**config.mk**
```make
export PLATFORM = sky130hd
export DESIGN_NAME = phy_jtag_master
export DESIGN_NICKNAME = d
export VERILOG_FILES = /design/src/rtl/phy_jtag_master.sv
export SDC_FILE = /design/constraint.sdc
export NUM_CORES = 1
export LEC_CHECK = 0
export BUFFER_PORTS_ARGS = -buffer_cell sky130_fd_sc_hd__buf_2
export CAP_MARGIN = 25
export CORE_ASPECT_RATIO = 0.9
export CORE_MARGIN = 2
export CORE_UTILIZATION = 59
export DETAILED_ROUTE_END_ITERATION = 12
export PLACE_DENSITY = 0.85
export SLEW_MARGIN = 25
export SYNTH_ARGS = -nofsm -noshare
export SYNTH_HDL_FRONTEND = slang
export SYNTH_SLANG_ARGS = --single-unit
```
**constraint.sdc**
```tcl
create_clock -name clk -period 9.9 [get_ports clk]
set_input_delay 0 -clock clk [delete_from_list [all_inputs] [get_ports clk]]
set_output_delay 0 -clock clk [all_outputs]
set_load 0.1 [all_outputs]
```
**src/rtl/phy_jtag_master.sv**
```systemverilog
// SoC-side JTAG master: one IR+DR access per request, TCK generation and TAP walk.
// Optional feature macro: PHY_JTAG_TRST_EN (drive TRST_N low after reset instead of a 5 x TMS=1 reset).
module phy_jtag_master #(
    parameter int IR_W = 5,
    parameter int DR_W = 32,
    parameter int DIV  = 2,
    localparam int LW  = $clog2(DR_W + 1)
) (
    input  logic            clk,
    input  logic            reset,
    input  logic            req_valid,
    output logic            req_ready,
    input  logic [IR_W-1:0] req_ir,
    input  logic [DR_W-1:0] req_dr,
    input  logic [LW-1:0]   req_len,
    output logic            rsp_valid,
    input  logic            rsp_ready,
    output logic [DR_W-1:0] rsp_dr,
    output logic            busy,
    output logic            phy_tck,
    output logic            phy_tms,
    output logic            phy_tdi,
    output logic            phy_trst_n,
    input  logic            phy_tdo,
    output logic [3:0]      dbg_state
);

    // Handshakes: a transfer happens on a clk edge where valid && ready; valid holds until then.
    localparam int CW = $clog2(((IR_W > DR_W) ? IR_W : DR_W) + 8);
    localparam int PW = $clog2(2 * DIV);
    localparam logic [PW-1:0] PH_RISE = PW'(DIV - 1);
    localparam logic [PW-1:0] PH_LAST = PW'(2 * DIV - 1);

    typedef enum logic [3:0] {
        ST_TRST, ST_TAP_RST, ST_IDLE, ST_IR_PRE, ST_IR_SHIFT,
        ST_IR_POST, ST_DR_PRE, ST_DR_SHIFT, ST_DR_POST, ST_RESP
    } state_t;

    state_t          state, state_next;
    logic [CW-1:0]   bit_cnt, bit_cnt_next;
    logic [PW-1:0]   ph_cnt;
    logic            tck_run;
    logic            period_done, bit_last, start_bit, req_hs, tck_en;
    logic [IR_W-1:0] ir_sh;
    logic [DR_W-1:0] dr_sh;
    logic [LW-1:0]   len_q;

    // Index of the final TCK in each state's sequence.
    function automatic logic [CW-1:0] last_idx(input state_t st, input logic [LW-1:0] len);
        logic [CW-1:0] r;
        case (st)
            ST_TRST:     r = CW'(3);
`ifdef PHY_JTAG_TRST_EN
            ST_TAP_RST:  r = CW'(0);
`else
            ST_TAP_RST:  r = CW'(5);
`endif
            ST_IR_PRE:   r = CW'(3);
            ST_IR_SHIFT: r = CW'(IR_W - 1);
            ST_IR_POST:  r = CW'(1);
            ST_DR_PRE:   r = CW'(2);
            ST_DR_SHIFT: r = CW'(len) - CW'(1);
            ST_DR_POST:  r = CW'(1);
            default:     r = CW'(0);
        endcase
        return r;
    endfunction

    function automatic logic tms_of(input state_t st, input logic [CW-1:0] idx,
                                    input logic [LW-1:0] len);
        logic r;
        case (st)
`ifdef PHY_JTAG_TRST_EN
            ST_TAP_RST:  r = 1'b0;
`else
            ST_TAP_RST:  r = (idx < CW'(5));
`endif
            ST_IR_PRE:   r = (idx < CW'(2));
            ST_IR_SHIFT,
            ST_DR_SHIFT: r = (idx == last_idx(st, len));
            ST_IR_POST,
            ST_DR_PRE,
            ST_DR_POST:  r = (idx == CW'(0));
            default:     r = 1'b1;
        endcase
        return r;
    endfunction

    function automatic logic is_seq(input state_t st);
        return (st != ST_IDLE) && (st != ST_RESP);
    endfunction

    assign rsp_valid   = (state == ST_RESP);
    assign req_ready   = (state == ST_IDLE) && !rsp_valid;
    assign busy        = (state != ST_IDLE);
    assign dbg_state   = state;
    assign req_hs      = req_valid && req_ready;
    assign period_done = tck_run && (ph_cnt == PH_LAST);
    assign bit_last    = (bit_cnt == last_idx(state, len_q));

`ifdef PHY_JTAG_TRST_EN
    assign tck_en = (state != ST_TRST);
    always_ff @(posedge clk) begin
        if (reset)
            phy_trst_n <= 1'b0;
        else if (state == ST_TRST && period_done && bit_last)
            phy_trst_n <= 1'b1;
    end
`else
    assign tck_en     = 1'b1;
    assign phy_trst_n = 1'b1;
`endif

    always_ff @(posedge clk) begin
        if (reset)
`ifdef PHY_JTAG_TRST_EN
            state <= ST_TRST;
`else
            state <= ST_TAP_RST;
`endif
        else
            state <= state_next;
    end

    always_comb begin
        state_next   = state;
        bit_cnt_next = bit_cnt;
        if (period_done) begin
            if (bit_last) begin
                bit_cnt_next = '0;
                case (state)
                    ST_TRST:     state_next = ST_TAP_RST;
                    ST_TAP_RST:  state_next = ST_IDLE;
                    ST_IR_PRE:   state_next = ST_IR_SHIFT;
                    ST_IR_SHIFT: state_next = ST_IR_POST;
                    ST_IR_POST:  state_next = (len_q == '0) ? ST_RESP : ST_DR_PRE;
                    ST_DR_PRE:   state_next = ST_DR_SHIFT;
                    ST_DR_SHIFT: state_next = ST_DR_POST;
                    ST_DR_POST:  state_next = ST_RESP;
                    default:     state_next = state;
                endcase
            end else begin
                bit_cnt_next = bit_cnt + CW'(1);
            end
        end
        case (state)
            ST_IDLE: if (req_hs) state_next = ST_IR_PRE;
            ST_RESP: if (rsp_ready) state_next = ST_IDLE;
            default: ;
        endcase
        // A new TCK begins right after the previous one, or one cycle after entering a sequence.
        start_bit = is_seq(state_next) && (period_done || (!tck_run && is_seq(state)));
    end

    always_ff @(posedge clk) begin
        if (reset) begin
            tck_run <= 1'b0;
            ph_cnt  <= '0;
            bit_cnt <= '0;
            phy_tck <= 1'b0;
            phy_tms <= 1'b1;
            phy_tdi <= 1'b0;
            ir_sh   <= '0;
            dr_sh   <= '0;
            len_q   <= '0;
            rsp_dr  <= '0;
        end else begin
            bit_cnt <= bit_cnt_next;
            if (req_hs) begin
                ir_sh  <= req_ir;
                dr_sh  <= req_dr;
                len_q  <= (req_len > LW'(DR_W)) ? LW'(DR_W) : req_len;
                rsp_dr <= '0;
            end
            if (start_bit) begin
                tck_run <= 1'b1;
                ph_cnt  <= '0;
                phy_tck <= 1'b0;
                phy_tms <= tms_of(state_next, bit_cnt_next, len_q);
                phy_tdi <= 1'b0;
                if (state_next == ST_IR_SHIFT) begin
                    phy_tdi <= ir_sh[0];
                    ir_sh   <= ir_sh >> 1;
                end
                if (state_next == ST_DR_SHIFT) begin
                    phy_tdi <= dr_sh[0];
                    dr_sh   <= dr_sh >> 1;
                end
            end else if (tck_run) begin
                ph_cnt <= ph_cnt + PW'(1);
                if (ph_cnt == PH_RISE) begin
                    phy_tck <= tck_en;
                    if (state == ST_DR_SHIFT)
                        rsp_dr <= rsp_dr | (DR_W'(phy_tdo) << bit_cnt);
                end
                if (period_done) begin
                    tck_run <= 1'b0;
                    phy_tck <= 1'b0;
                end
            end
        end
    end

endmodule
```
* Word level (Yosys, flattened, before mapping)
Cells that the tools add are included.
** Cells by class
- $add $sub $neg :: 3
- $mul :: 0
- Div/mod/pow operators :: 0
- Magnitude comparators :: 3
- Eq/ne operators :: 24
- Shift operators :: 1
- Muxes and demuxes :: 34
- Bitwise operators :: 1
- Reduce and logical (&&, ||, !) cells :: 23
** Operator list (count)
- $mux W32 :: 8
- $pmux W6 S6 :: 2
- $mux W6 :: 6
- $eq A4 B3 Y1 const B :: 8
- $or A32 B32 Y32 :: 1
- $pmux W4 S8 :: 1
- $shl A1 B6 Y32 :: 1
- $mux W4 :: 5
- $mux W5 :: 3
- $eq A4 B2 Y1 const B :: 3
- $eq A4 B4 Y1 const B :: 3
- $eq A6 B6 Y1 :: 2
- $logic_not A6 Y1 :: 2
- $reduce_or A2 Y1 :: 6
- $eq A4 B1 Y1 const B :: 2
- $logic_not A4 Y1 :: 2
- $ne A4 B2 Y1 const B :: 2
- $ne A4 B4 Y1 const B :: 2
- $pmux W4 S2 :: 1
- $logic_and A1 B1 Y1 :: 7
- $mux W1 :: 7
- $add A6 B1 Y6 const B :: 1
- $gt A6 B6 Y1 const B :: 1
- $lt A6 B2 Y1 const B :: 1
- 11 further kinds :: 12
** Storage, ports and cells
- Register bits after elaboration :: 91
- Latch bits :: 0
- RAM bits :: 0
- ROM bits :: 0
- Bits of input ports :: 48
- Output and inout port bits :: 43
- Logic and storage cells :: 100
- Memories kept :: 0

* Logic depth before layout (Yosys ltp)
- Depth after elaboration :: 16
- Gate-level depth with buffers :: 14

* Least setup slack after synthesis
No wires, ideal clock.
- Kind :: register to register
- Start point :: reg state[1] (netlist: dbg_state[1])
- End point :: reg phy_tms
- Setup time :: 122 ps
- Arrival time :: 6427 ps
- Data required time :: 9778 ps
- Slack :: 3351 ps
- Stages on the path, launching flop included :: 12
- Buffers on the path :: 1
- Period minus slack after synthesis :: 6549 ps
- Cell sequence :: dfxtp_1 inv_1 nor4_1 and2_1 clkbuf_1 o21ai_0 nand2_1 mux2i_1 mux2i_1 o21ai_2 or4_1 o32a_1
** RTL lines
- start: declaration :: line 39 : state_t state, state_next;
- start signal: assignment :: line 122 : state <= state_next;
- $eq A4 B4 Y1 :: line 93 : assign rsp_valid = (state == ST_RESP);
- $logic_not A1 Y1 :: line 94 : assign req_ready = (state == ST_IDLE) && !rsp_valid;
- $logic_and A1 B1 Y1 (*) :: line 94
- via req_ready :: line 12 : output logic req_ready,
- $logic_and A1 B1 Y1 (*) :: line 97 : assign req_hs = req_valid && req_ready;
- $mux W4 (*) :: line 147 : ST_IDLE: if (req_hs) state_next = ST_IR_PRE;
- $pmux W4 S2 (*) :: line 146 : case (state)
- $eq A4 B4 Y1, or another cell as far along :: line 51, 72
- $reduce_or A2 Y1 (no source line)
- $pmux W6 S6 :: line 51 : case (st)
- $mux W6 :: line 72 : case (st)
- $mux W6 :: line 175 : if (start_bit) begin
- $mux W6 :: line 156 : if (reset) begin
- $eq A6 B6 Y1 :: line 80 : ST_DR_SHIFT: r = (idx == last_idx(st, len));
- $pmux W1 S4 :: line 72
- end signal: assignment :: line 179 : phy_tms <= tms_of(state_next, bit_cnt_next, len_q);
- end: declaration :: line 21 : output logic phy_tms,
Mark *: on every way through the listed nets, which the timed path passes. The rest lies on a longest branch. The select of a mux whose other input is x is not followed.
A chain may end at the register's enable or synchronous reset.

* Worst setup path after layout
- Start point :: reg len_q[0]
- End point :: reg dr_sh[4]
** Between the ends
- Longest elaborated chain between the ends :: 11
** RTL lines
- start: declaration :: line 46 : logic [LW-1:0] len_q;
- start signal: assignment :: line 172 : len_q <= (req_len > LW'(DR_W)) ? LW'(DR_W) : req_len;
- $sub A6 B1 Y6 / $logic_not A6 Y1 (equally long branches) :: line 62, 136
- $pmux W6 S6 / $mux W4 (equally long branches) :: line 51, 136
- $eq A6 B6 Y1 / $pmux W4 S8 (equally long branches) :: line 99, 131
- $mux W4 (*) :: line 129 : if (bit_last) begin
- $mux W4 (*) :: line 128 : if (period_done) begin
- $mux W4 (on tied branches) :: line 148, 147
- $pmux W4 S2 (*) :: line 146
- $ne A4 B2 Y1 / $ne A4 B4 Y1 (equally long branches) :: line 90 : return (st != ST_IDLE) && (st != ST_RESP);
- $logic_and A1 B1 Y1 :: line 90
- $logic_and A1 B1 Y1 :: line 152 : start_bit = is_seq(state_next) && (period_done || (!tck_run && is_seq(state)));
- $mux W32 (*) :: line 175
- end signal: assignment :: line 171 : dr_sh <= req_dr;
- end signal: assignment :: line 187 : dr_sh <= dr_sh >> 1;
- end: declaration :: line 45 : logic [DR_W-1:0] dr_sh;
Mark *: on every way between the ends. The rest lies on a longest branch, timed or not.

==> out/metrics.yaml <==
status: "completed"
viasPerCell: 6.03
drt_iter0_drc: 395
synth.area.top_cells: "dfxtp_1 (40%), nand2_1 (9.3%), a311oi_1 (6.3%)"
critPathKind: "flop to flop"
synth_area_um2: 4590
initial_core_util_pct: 60.8
worst_hold_slack_ps: 51.6
grt_pass1_wl_um: 19900
fin_tns_setup_ps: 0
track_usage_pct: 28.4
worstMarginPinSlew_ps: 774
diodes: 0
crit_required_ps: 10150
hold_violations: 0
synth.distinct_cells: 65
routed_wirelength_um: 12400
yosys.cell_count.top_type: "nand2_1"
rsz0062_at_grt: "no"
crit_slowest_cell: "a2111oi_0"
synth_edf_count: 0
grt_start_max_net_pins: 65
layout.nets: 726
core_region_area_um2: 7540
drive_above_1_share_pct: 18.3
postLayoutCellArea_um2: 5600
hold_class: "primary input to flop"
placementRows: 30
synth_common_cells: "nand2_1 (114), dfxtp_1 (91), nor2_1 (74)"
critPathBufInv: 1
cts_buffers: 9
clock_latency_ps: 370
finalMaxSlewViolations: 0
vias: 4674
place.detailed.hpwl_um: 7630
p_leak_nw: 2.28
grt_overflow: 0
synthFlopType: "dfxtp_1"
synthArstFlopShare_pct: 0
placed_area_um2: 5010
finalCritPeriodShare_pct: 44.4
grt_pass1_vias: 4153
grt_antenna_before_repair: 0
pin_count: 91
ir_drop_mv: 0.0824
fmax_mhz: 228
cts_tree: "built"
start_kind: "flop"
dieArea_um2: 8500
cpMostUsedCell: "nor2_1"
syn_nets: 627
gp_congestion: 0.942
end_kind: "flop"
root_buffer: "clkbuf_8"
portBuffers: 89
cp.arrival_ps: 4640
path_cells: "inv_1 > ha_1 > a21bo_2 > a2111oi_0 > xnor2_1 > nand2_1 > o41ai_1 > a21boi_2 > nor2_1 > and2_0 > nand2_4 > nor2_1 > a311oi_1"
crit_fanout: 63
maxCapViolCount: 0
post-cts-setup-buffer-count: 0
fin_cells: 775
cts_sinks: 91
ys_seq_elements: 91
clk_pin_slew_worst_paths_ps: 90
synth.top_cell.area_share_pct: 39.7
routedWlPerCell_um: 16.0
powerDensity_nw_per_um2: 120
h-tree-depth: 3
die_w_um: 96.9
min_period_ps: 4390
critical_path.top_delay_family: "compound AO/OA/AOI/OAI gates"
worst_path_largest_cell_delay_ps: 650
synth_area_per_cell_um2: 7.98
ys_warn_count: 0
ant_nets: 0
clock_skew_ps: 7.49
yosysSeqAreaShare_pct: 39.7
yosys.area.top_type: "dfxtp_1"
syn_to_final_growth_pct: 22.1
dp_cells: 721
setup_viol: 0
drc_errors: 0
finish.utilization_pct: 74.2
die_h_um: 87.7
relSlewSlack_pct: 48.0
syn_inst: 575
first_pass_iters: 6
cts_buffer_depth: 2
[flip-flops by register name, indices dropped and copies added, names as in the netlist]
register   cells
ph_cnt         2
phy_tck        1
dr_sh         32
ir_sh          5
len_q          6
dbg_state      4
phy_tdi        1
bit_cnt        6
phy_tms        1
tck_run        1
rsp_dr        32
[routing by layer]
metal | up-vias | GRT usage, % | routed length [um]
met5 | - | 0 | 0
met1 | 2150 | 37.4 | 5240
met2 | 236 | 48.2 | 5920
met3 | 36 | 4.95 | 928
li1 | 2252 | - | -
met4 | 0 | 9.35 | 292
[where the power goes]
part	switching (mW)	total, mW	internal [mW]
Clock	0.139	0.259	0.120
Sequential	0.00304	0.370	0.367
Combinational	0.0220	0.0450	0.0230
Total	0.164	0.674	0.510
[path summary, 6_finish.rpt]
check / startpoint / to / slack (ps) / depth (start not counted)
setup / recovery: len_q[0]$_SDFFE_PP0P_ / dr_sh[4]$_SDFF_PP0_ / 5510 / 13
hold / removal: req_len[0] / len_q[0]$_SDFFE_PP0P_ / 50 / 4
setup reg to reg: len_q[0]$_SDFFE_PP0P_ / dr_sh[4]$_SDFF_PP0_ / 5510 / 13
hold reg to reg: phy_tdi$_SDFFE_PP0P_ / phy_tdi$_SDFFE_PP0P_ / 450 / 2
[metrics by stage]
stage               setup slack, ps  power, mW
floorplan                      3350      0.397
global placement               5630      0.410
detailed placement             5400      0.410
CTS                            5340      0.674
global route                   5110      0.696
finish                         5510      0.674
[layout make-up]
| cell class | count | area, um2 |
|---|---|---|
| fillers | 517 | 1950 |
| clock inverters | 6 | 71.3 |
| inverters | 9 | 33.8 |
| clock buffers | 10 | 128 |
| well taps | 96 | 120 |
| multi-input cells | 433 | 2580 |
| repair buffers | 130 | 848 |
| flip-flops and latches | 91 | 1820 |
[worst min-delay path: cells and delay by family]
kind | cells | cell delay (ps)
and+or+nand+nor | 2 | 170
AOI/OAI and AO/OA | 1 | 110
buffers and inverters | 1 | 90
[cells by family after synthesis]
logic type	Yosys count	share of synthesized area [%]
buffers and inverters	51	4.39
multiplexers	7	1.55
adder cells (fa/ha/maj)	4	1.09
AO/OA/AOI/OAI	135	21.6
XOR/XNOR	15	3.16
flip-flops	91	39.7
AND/OR/NAND/NOR	271	28.4
other	1	0.0818
[cell usage in the layout, fill, tap and decap left out, types with 5 or more instances in the layout]
cell / synthesis / routed
inv_1: 9 / 9
a21oi_1: 19 / 19
nand2b_1: 8 / 8
o31ai_1: 5 / 5
mux2i_1: 6 / 6
a22o_1: 17 / 17
nor2b_1: 6 / 6
nor2_1: 74 / 73
dlygate4sd3_1: 0 / 38
and3_1: 5 / 5
buf_2: 5 / 89
xor2_1: 8 / 8
o21ai_0: 26 / 26
nand3_1: 11 / 11
dfxtp_1: 91 / 91
xnor2_1: 6 / 6
nor3b_1: 8 / 8
clkbuf_8: 0 / 9
a311oi_1: 33 / 33
nor3_1: 12 / 12
nand2_1: 114 / 114
[repair_timing]
| action | 4_1_cts | 5_1_grt |
|---|---|---|
| hold endpoints to repair | 38 | 0 |
| resized for setup | 0 | 0 |
| hold buffers | 38 | 0 |
| setup endpoints to repair | 0 | 0 |
Power figures use the tool's default switching activity.
